==> src/rtl/r_alu_pipe.sv <==
// Two-stage pipelined RV32I R-type ALU with valid/ready handshakes on both sides.
// Define R_ALU_SHIFT_EN to build the SLL/SRL/SRA shifter; otherwise those encodings report illegal.
`timescale 1ns/1ps

module r_alu_pipe #(
    parameter int WIDTH = 32,
    localparam int SHW = $clog2(WIDTH)
) (
    input  logic             clk,
    input  logic             rst,
    input  logic             in_valid,
    output logic             in_ready,
    input  logic [WIDTH-1:0] X,
    input  logic [WIDTH-1:0] Y,
    input  logic [2:0]       funct3,
    input  logic [6:0]       funct7,
    output logic             out_valid,
    input  logic             out_ready,
    output logic [WIDTH-1:0] result,
    output logic             illegal
);

    // Handshake: a transfer happens on any edge where valid && ready; a
    // producer holds its payload stable until that edge.
    logic             s1_valid_q, s1_valid_d;
    logic             s2_valid_q, s2_valid_d;
    logic [WIDTH-1:0] x_q, y_q;
    logic [2:0]       f3_q;
    logic [6:0]       f7_q;
    logic [WIDTH-1:0] result_q;
    logic             illegal_q;

    logic             s2_advance;
    logic             s2_load;
    logic             in_fire;
    logic             f7_alt;
    logic             legal;
    logic [WIDTH-1:0] alu_res;
    logic             alu_ill;

    assign s2_advance = !s2_valid_q || out_ready;
    assign s2_load    = s2_advance && s1_valid_q;
    assign in_ready   = !s1_valid_q || s2_advance;
    assign in_fire    = in_valid && in_ready;

    assign out_valid  = s2_valid_q;
    assign result     = result_q;
    assign illegal    = illegal_q;

    always_comb begin
        s1_valid_d = s1_valid_q;
        s2_valid_d = s2_valid_q;
        if (in_fire) begin
            s1_valid_d = 1'b1;
        end else if (s2_advance) begin
            s1_valid_d = 1'b0;
        end
        if (s2_advance) begin
            s2_valid_d = s1_valid_q;
        end
    end

`ifdef R_ALU_SHIFT_EN
    logic [SHW-1:0] shamt;
    assign shamt = y_q[SHW-1:0];
`endif

    assign f7_alt = (f7_q == 7'b0100000);
    assign legal  = (f7_q == 7'b0000000) || (f7_alt && (f3_q == 3'b000 || f3_q == 3'b101));

    always_comb begin
        alu_res = '0;
        alu_ill = 1'b0;
        if (!legal) begin
            alu_ill = 1'b1;
        end else begin
            unique case (f3_q)
                3'b000: alu_res = f7_alt ? (x_q - y_q) : (x_q + y_q);
`ifdef R_ALU_SHIFT_EN
                3'b001: alu_res = x_q << shamt;
                3'b101: alu_res = f7_alt ? $unsigned($signed(x_q) >>> shamt) : (x_q >> shamt);
`else
                3'b001, 3'b101: alu_ill = 1'b1;
`endif
                3'b010: alu_res = {{(WIDTH-1){1'b0}}, ($signed(x_q) < $signed(y_q))};
                3'b011: alu_res = {{(WIDTH-1){1'b0}}, (x_q < y_q)};
                3'b100: alu_res = x_q ^ y_q;
                3'b110: alu_res = x_q | y_q;
                3'b111: alu_res = x_q & y_q;
                default: alu_res = '0;
            endcase
        end
    end

    // Reset wins over any simultaneous transfer and discards in-flight work.
    always_ff @(posedge clk) begin
        if (rst) begin
            s1_valid_q <= 1'b0;
            s2_valid_q <= 1'b0;
            x_q        <= '0;
            y_q        <= '0;
            f3_q       <= '0;
            f7_q       <= '0;
            result_q   <= '0;
            illegal_q  <= 1'b0;
        end else begin
            s1_valid_q <= s1_valid_d;
            s2_valid_q <= s2_valid_d;
            if (in_fire) begin
                x_q  <= X;
                y_q  <= Y;
                f3_q <= funct3;
                f7_q <= funct7;
            end
            if (s2_load) begin
                result_q  <= alu_res;
                illegal_q <= alu_ill;
            end
        end
    end

endmodule

==> config.mk <==
export PLATFORM = sky130hd
export DESIGN_NAME = r_alu_pipe
export DESIGN_NICKNAME = d
export VERILOG_FILES = /design/src/rtl/r_alu_pipe.sv
export SDC_FILE = /design/constraint.sdc
export NUM_CORES = 1
export LEC_CHECK = 0
export ABC_AREA = 1
export CORE_MARGIN = 3
export CORE_UTILIZATION = 50
export CTS_BUF_LIST = sky130_fd_sc_hd__clkbuf_4 sky130_fd_sc_hd__clkbuf_8
export DETAILED_ROUTE_END_ITERATION = 12
export GPL_TIMING_DRIVEN = 0
export PLACE_DENSITY = 0.82
export SLEW_MARGIN = 20
export SYNTH_ARGS = -nofsm -noshare
export SYNTH_HDL_FRONTEND = slang
export SYNTH_SLANG_ARGS = --single-unit
==> constraint.sdc <==
create_clock -name clk -period 5.8 [get_ports clk]
set_input_delay 1.45 -clock clk [delete_from_list [all_inputs] [get_ports clk]]
set_output_delay 1.45 -clock clk [all_outputs]
set_load 0.05 [all_outputs]
After elaboration in Yosys (flattened, before gate mapping) --
Index checks and enable logic that the tools add are counted.
Storage, ports and cells: output and inout bits 35, bits in registers 109, word-level logic and storage cells 43, input bits 78
Operators by class: add/sub/neg operators 2, order comparisons 2, reductions and logical operators 13, bitwise operators 3, equality and inequality tests 8, multiplexer cells 7
Operators by type and width (number):
- 32-bit case mux with 6 select lines | 1
- 32-bit less-than comparator | 2
- 32-bit two-way mux | 2
- 32-bit adder | 1
- 32-bit bitwise AND | 1
- 32-bit OR | 1
- 32-bit subtractor | 1
- 32-bit bitwise XOR | 1
- 3-bit equality test, second input constant | 4
- 7-bit by 6-bit equality test with 1-bit output, second input constant | 1
- 7-bit zero test | 1
- 3-bit by 2-bit equality test with 1-bit output, second input constant | 2
- 1-bit logical OR | 4
- 1-bit two-way mux | 4
- 3-bit by 1-bit equality test with 1-bit output, second input constant | 1
- 1-bit logical AND | 3
- 3-bit zero test | 1
- 1-bit zero test | 2
- 2-bit nonzero test | 1
- 2-bit OR reduction | 1

Longest topological paths before layout --
Gate-level depths: netlist of the first run.
depth in word-level cells 5, mapped depth 19, mapped depth without buffers 18

Least setup slack after synthesis of the first run --
Ideal clock, no wire load.
path kind input to output, from input out_ready, to output in_ready, setup slack 2440 ps, stages on the path 2, data required time 4350 ps, arrival time 1910 ps, path buffers 0, cell sequence inv_1 nand3_1
On the way: longest elaborated chain between the ends 2
RTL lines:
- from (decl) | RTL line 18 | input logic out_ready,
- 1-bit logical OR | RTL line 41 | assign s2_advance = !s2_valid_q || out_ready;
- 1-bit logical OR | RTL line 43 | assign in_ready = !s1_valid_q || s2_advance;
- to (decl) | RTL line 12 | output logic in_ready,
Every way passes these cells.

Worst setup path after layout of the first run --
Same ends and word-level chain as after synthesis.

==> impl_results.md, run 1 <==
* Status: finished clean
* Flops & latches, synth at roughly 110
* Fin nets at between 2,000 and 2,500
* ANT nets after route at 0
* Grt total ovfl at 0
* Fin Setup TNS at 0 ns
* Hold_ws at 0.474 ns
* TritonRoute pass-1 iters at 5
* Synth top area share at 20.9%
* Synth area leader: dfxtp_1
* CTS root buffer: clkbuf_8
* Per-cell routed wire length at ~19 um
* Core Box Area at just over 20,000 um2
* Worst-margin pin slew at ~0.95 ns
* Register area share after synthesis at about a fifth
* CP startpoint: out_ready
* Clk_skew at 0.0163 ns
* Final Hold Vio Count at 0
* Dpl ws at 1.46 ns
* Crit path largest cell delay at 0.82 ns
* Largest net degree at the start of global routing at 21
* DP HPWL at about 34 mm
* CTS tree: done
* I/O pin count at about 110
* Tmin final at about 4.3 ns
* Die W at about 150 um
* Asr flop ratio synth at 0%
* Final slew viol count at 0
* Crit path cell chain: clkdlybuf4s50_1 -> inv_1 -> nand3_1 -> clkdlybuf4s50_1
* Synth Instances at about 1,700
* Synth Net Count at around 1,900
* Drc violations at 0
* Post-layout instance area at 12,100 um2
* Setup WS post-layout at 1.46 ns
* Vias in the first global route at about 11,000
* Max Cap Violations at 0
* Row cnt at between 50 and 60
* Overall Global Routing Usage at around 36%
* Port Buffer Count at 111
* Post-CTS sizing at 0
* Syn Area/Cell at around 6 um2
* Post-synth design cell area at 10,400 um2
* DR iter-0 viols at between 1,000 and 1,500
* RR Endpoint: result[24]$_SDFFE_PP0P_
* Ys flop type: dfxtp_1
* Post-CTS Repair Setup Buffers at 0
* Crit-path max FO at 3
* Critical Path Sink Type: output port
* Via density at between 5 and 6
* Crit path to: in_ready
* Post-Route WL at ~41 mm
* Area Growth Syn to Fin at 15.8%
* Crit Path Class: input pin to output port
* Antenna violations before repair at 0
* Share of the cycle needed by the critical path after routing at between 70% and 80%
* Final setup violating endpoints at 0
* Dominant cells by area after synthesis: dfxtp_1, nand2_1, ha_1
* Synth warn at 0
* CP Launch Type: input pin
* Clock tree buffer depth at 2
* Fmax at around 0.23 GHz
* Post-synth EDFFs at 0
* Flop2flop setup slack at ~2.7 ns
* H-tree lvl count at 3
* Via count at roughly 12,000
* Top cell by count, worst path: clkdlybuf4s50_1
* Static Leakage at 5.92 nW
* Worst Path Arrival at between 2 and 3 ns
* Worst r2r src: y_q[0]$_SDFFE_PP0P_
* Share of layout cells above drive strength 1 at 6.33%
* Synth unique cells at between 40 and 50
* Diodes inserted at 0
* Worst hold path type: register to register
* TritonCTS buffer count at 9
* Worst Hold Depth at 2
* Worst vdd ir at ~0.13 mV
* Reg clk slew, reported paths at ~0.12 ns
* Placed Area at 11,900 um2
* RD Place Congestion at ~1.1
* Power per cell area at 191 nW/um2
* Hold buffer count at cts at 0
* Clock Latency Late Sink at ~0.40 ns
* Crit-path slowest cell: clkdlybuf4s50_1
* Full die area at between 20,000 and 25,000 um2
* Worst R2R Path Depth at 18
* Chip Height at 150 um
* Rel. slew slack at about 37%
* CP Data Required Time at 4.35 ns
* First-pass GRT wire length at just over 60 mm
* CTS Sinks at between 100 and 150
* RSZ-0062 raised after global routing: false
* Util after Layout at between 50% and 60%
* Starting Density at 51.2%
## placed cells by master, fill, tap and decap left out, types with 11 or more instances in the layout
| cell type | synthesis | final |
|---|---|---|
| buf_2 | 20 | 20 |
| dfxtp_1 | 109 | 109 |
| nand3_1 | 88 | 88 |
| ha_1 | 113 | 113 |
| a21oi_1 | 110 | 110 |
| nand2_2 | 21 | 21 |
| nand4_1 | 24 | 24 |
| nand2_1 | 533 | 533 |
| clkdlybuf4s50_1 | 0 | 111 |
| nor2_1 | 180 | 180 |
| clkbuf_1 | 36 | 36 |
| inv_1 | 270 | 270 |
| o22ai_1 | 23 | 23 |
| nor3_1 | 11 | 11 |
| o21ai_0 | 22 | 22 |
| o21ai_1 | 14 | 14 |
| buf_4 | 11 | 11 |
| inv_2 | 14 | 14 |
| a211oi_1 | 69 | 69 |
## worst max-delay path: cells and delay by family
kind	cells	cell delay, ns
buf+inv	3	1.33
simple gates	1	0.10
## cells in the mapped netlist, drive strengths merged, types with 15 or more instances
cell type and n:
o21ai 37, a211oi 69, ha 113, nand4 24, o22ai 23, inv 284
a21oi 117, nand3 95, nor3 15, nand2 555, buf 32, nor2 192
dfxtp 109, clkbuf 36
## kinds of logic (layout without fill, tap and decap cells)
| logic type | count (synthesis) | after routing | share of synthesized area (%) |
|---|---|---|---|
| AO/OA/AOI/OAI | 260 | 260 | 15.3 |
| XOR/XNOR | 1 | 1 | 0.0841 |
| adder cells (fa/ha/maj) | 115 | 115 | 14.0 |
| buffers and inverters | 354 | 481 | 13.4 |
| flip-flops | 109 | 109 | 20.9 |
| AND/OR/NAND/NOR | 898 | 898 | 36.4 |
## registers in the layout, summed over array words and instances (netlist names)
name / cells
result: 32
illegal: 1
s1_valid_q: 1
x_q: 32
out_valid: 1
y_q: 32
f3_q: 3
f7_q: 7
## metrics by stage
stage / cells / total power [mW]
floorplan: 1737 / 1.46
global placement: 2118 / 1.79
detailed placement: 2118 / 1.80
global route: 2134 / 2.43
finish: 2134 / 2.31
CTS: 2134 / 2.28
## layout make-up
| type | count | area, um2 |
|---|---|---|
| clock buffers | 10 | 131 |
| inverters | 286 | 1070 |
| flip-flops and latches | 109 | 2180 |
| well taps | 270 | 338 |
| multi-input cells | 1274 | 6840 |
| repair buffers | 111 | 1110 |
| plain buffers | 68 | 322 |
| clock inverters | 6 | 67.6 |
| fillers | 2030 | 8300 |
## worst min path at each step
stage,from,slack [ns],endpoint
after floorplan,f7_q[2]$_SDFFE_PP0P_,0.45,f7_q[2]$_SDFFE_PP0P_
after global placement,f7_q[3]$_SDFFE_PP0P_,0.45,f7_q[3]$_SDFFE_PP0P_
after detailed placement,result[26]$_SDFFE_PP0P_,0.46,result[26]$_SDFFE_PP0P_
after CTS,result[26]$_SDFFE_PP0P_,0.47,result[26]$_SDFFE_PP0P_
after global routing,result[26]$_SDFFE_PP0P_,0.49,result[26]$_SDFFE_PP0P_
final,f7_q[0]$_SDFFE_PP0P_,0.47,f7_q[0]$_SDFFE_PP0P_
## metal layers
layer	global-route usage [%]	share of wire, %
met5	0	0
met4	9.47	2.4
met3	10.1	11
met2	54.6	42
met1	49.8	44
## report_power, final
part           switching, mW  total (mW)  internal (mW)
clock network          0.318       0.493          0.175
logic                  0.686       0.990          0.304
registers             0.0350       0.826          0.791
total                   1.04        2.31           1.27
No activity file was read; power rests on OpenSTA's default activity.
==> run 2: changes to the inputs <==
PLACE_DENSITY = 0.85   (was 0.82)
clock period = 3.9 ns   (was 5.8 ns; I/O delays follow)
==> impl_results.md, run 2 (synthesized netlist as in run 1, its figures left out) <==
* Worst hold path type: register to register
* Hold buffer count at cts at 0 (unchanged)
* Share of the cycle needed by the critical path after routing at between 80% and 90%
* Crit Path Class: input pin to output port
* Worst Path Arrival at 2.44 ns (-0.45 ns)
* Antenna violations before repair at 0 (unchanged)
* Crit path largest cell delay at 0.82 ns (about the same)
* CP Data Required Time at 2.92 ns (-1.43 ns)
* Core Box Area at 20,400 um2 (unchanged)
* Crit-path slowest cell: clkdlybuf4s50_1
* CP Launch Type: input pin
* Chip Height at 150 um (unchanged)
* Hold_sp: result[2]$_SDFFE_PP0P_
* Seq. cell area at 2180 um2 (unchanged)
* Clock Latency Late Sink at 0.41 ns (about the same)
* TritonRoute pass-1 iters at 6 (+1)
* Critical Path Sink Type: output port
* Worst-margin pin slew at 1.03 ns (+0.0872 ns)
* Status: finished clean
* Static Leakage at 5.92 nW (about the same)
* Area Growth Syn to Fin at 15.8% (about the same)
* First-pass GRT wire length at 62.0 mm (+2.1%)
* Top cell by count, worst path: clkdlybuf4s50_1
* Max Cap Violations at 0 (unchanged)
* Reg clk slew, reported paths at 0.12 ns (about the same)
* Rel. slew slack at 31.2% (-5.8 points)
* Routed met3 length at 4.28 mm (-4.8%)
* Post-CTS sizing at 0 (unchanged)
* Hold endpoint: result[2]$_SDFFE_PP0P_
* Via density at 5.52 (+0.84%)
* Final slew viol count at 0 (unchanged)
* Largest net degree at the start of global routing at 21 (unchanged)
* CTS Sinks at 109 (unchanged)
* Most common cell after layout, fill and taps aside: nand2_1
* Drc violations at 0 (unchanged)
* Worst R2R Path Depth at 18 (unchanged)
* Fin nets at 2,052 (unchanged)
* Vias in the first global route at 11,200 (+3.4%)
* Fillers at 2,048 (+0.89%)
* Post-Route WL at 41.1 mm (-0.40%)
* Flop2flop setup slack at 1.05 ns (-1.60 ns)
* Crit-path max FO at 3 (unchanged)
* Port Buffer Count at 111 (unchanged)
* Fmax at approximately 0.3 GHz
* Worst r2r src: y_q[0]$_SDFFE_PP0P_
* Fin Setup TNS at 0 ns (unchanged)
* Buf+Inv Stages, Crit Path at 3 (unchanged)
* Uppermost layer routed: met4
* ANT nets after route at 0 (unchanged)
* Commonest cells after routing, fill and taps aside: nand2_1, inv_1, nor2_1
* Worst Hold Depth at 2 (unchanged)
* Post-CTS Repair Setup Buffers at 0 (unchanged)
* Row cnt at 52 (unchanged)
* Share of layout cells above drive strength 1 at 6.33% (unchanged)
* DP HPWL at 33.7 mm (-1.1%)
* Final setup violating endpoints at 0 (unchanged)
* TritonCTS buffer count at 9 (unchanged)
* Power per cell area at 285 nW/um2 (+49%)
* RR Endpoint: result[30]$_SDFFE_PP0P_
* Clock tree buffer depth at 2 (unchanged)
* Multi-input gate area at 6840 um2 (unchanged)
* Met2 wire length at 17.6 mm (+0.47%)
* Wl on met1 at 18.2 mm (-0.89%)
* CP delay by family, top: buffers and inverters
* CTS root buffer: clkbuf_8
* CTS tree: done
* Starting Density at 51.2% (unchanged)
* RSZ-0062 raised after global routing: false
* CP startpoint: out_ready
* Crit path cell chain: clkdlybuf4s50_1 -> inv_1 -> nand3_1 -> clkdlybuf4s50_1
* Via count at 11,800 (+0.84%)
* Worst vdd ir at 0.196 mV (+55%)
* I/O pin count at 113 (unchanged)
* Dpl ws at 0.494 ns (-0.969 ns)
* Die W at 150 um (unchanged)
* RD Place Congestion at 1.04 (-0.56%)
* Full die area at 22,600 um2 (unchanged)
* Setup WS post-layout at 0.488 ns (-0.974 ns)
* Grt total ovfl at 0 (unchanged)
* Per-cell routed wire length at 19.3 um (-0.40%)
* Final Hold Vio Count at 0 (unchanged)
* DR iter-0 viols at 1,348 (+23%)
* Clk_skew at 0.0157 ns (-0.000576 ns)
* Tmin final at approximately 3.4 ns
* Diodes inserted at 0 (unchanged)
* Overall Global Routing Usage at 36.0% (+0.098 points)
* H-tree lvl count at 3 (unchanged)
## run 2: changes by cell type in the layout (fill, tap and decap cells not counted), sizes merged
cell,previous run,this run
clkinv,5,4
inv,287,288
## run 2: worst register-to-register path, stage by stage, from the launching register on
cell and delay [ns]:
dfxtp_1 0.40, ha_1 0.41, inv_1 0.10, fa_1 0.39, inv_1 0.09, nand3_1 0.08
nand2_1 0.18, nand2_1 0.07, nand2_1 0.14, nand2_1 0.07, nand2_1 0.12, nand2_1 0.07
nand2_1 0.11, nand3_1 0.08, nand2_1 0.06, nand3_1 0.07, nand2_1 0.14, nand2_1 0.07
a21oi_1 0.14
## run 2: where the power goes
part,internal [mW],switching (mW)
sequential,1.18,0.0516
clock,0.259,0.474
combinational,0.453,1.03
total,1.89,1.55
## run 2: stage by stage
step | total power [mW] | instance area, um2 | std cells | util (%) | hold slack (ns)
after global routing | 3.61 | 12100 | 2134 | 59.2 | 0.500
after detailed placement | 2.68 | 11900 | 2118 | 58.3 | 0.456
final | 3.44 | 12100 | 2134 | 59.2 | 0.472
after CTS | 3.39 | 12100 | 2134 | 59.2 | 0.475
after global placement | 2.66 | 11900 | 2118 | 58.3 | 0.455
after floorplan | 2.17 | 10400 | 1737 | - | 0.445
## run 2: layout make-up
class	count	share of cell area, %
multi-input combinational	1274	56.7
sequential	109	18.1
timing repair buffer	111	9.21
inverter	286	8.90
tap	270	2.80
buffer	68	2.67
clock buffer	10	1.09
clock inverter	6	0.519
## run 2: layer usage
layer	track usage [%]	up-vias
met2	55.8	564
met1	50.1	5427
met3	7.98	63
met5	0	-
li1	-	5717
met4	10.3	0
## run 2: worst max-delay path by stage
stage                     slack [ns]                   end  cells after the start
after floorplan                 1.24  f3_q[0]$_SDFFE_PP0P_                      6
after global placement          0.53              in_ready                      4
after detailed placement        0.49              in_ready                      4
after CTS                       0.48              in_ready                      4
after global routing            0.43              in_ready                      4
final                           0.49              in_ready                      4
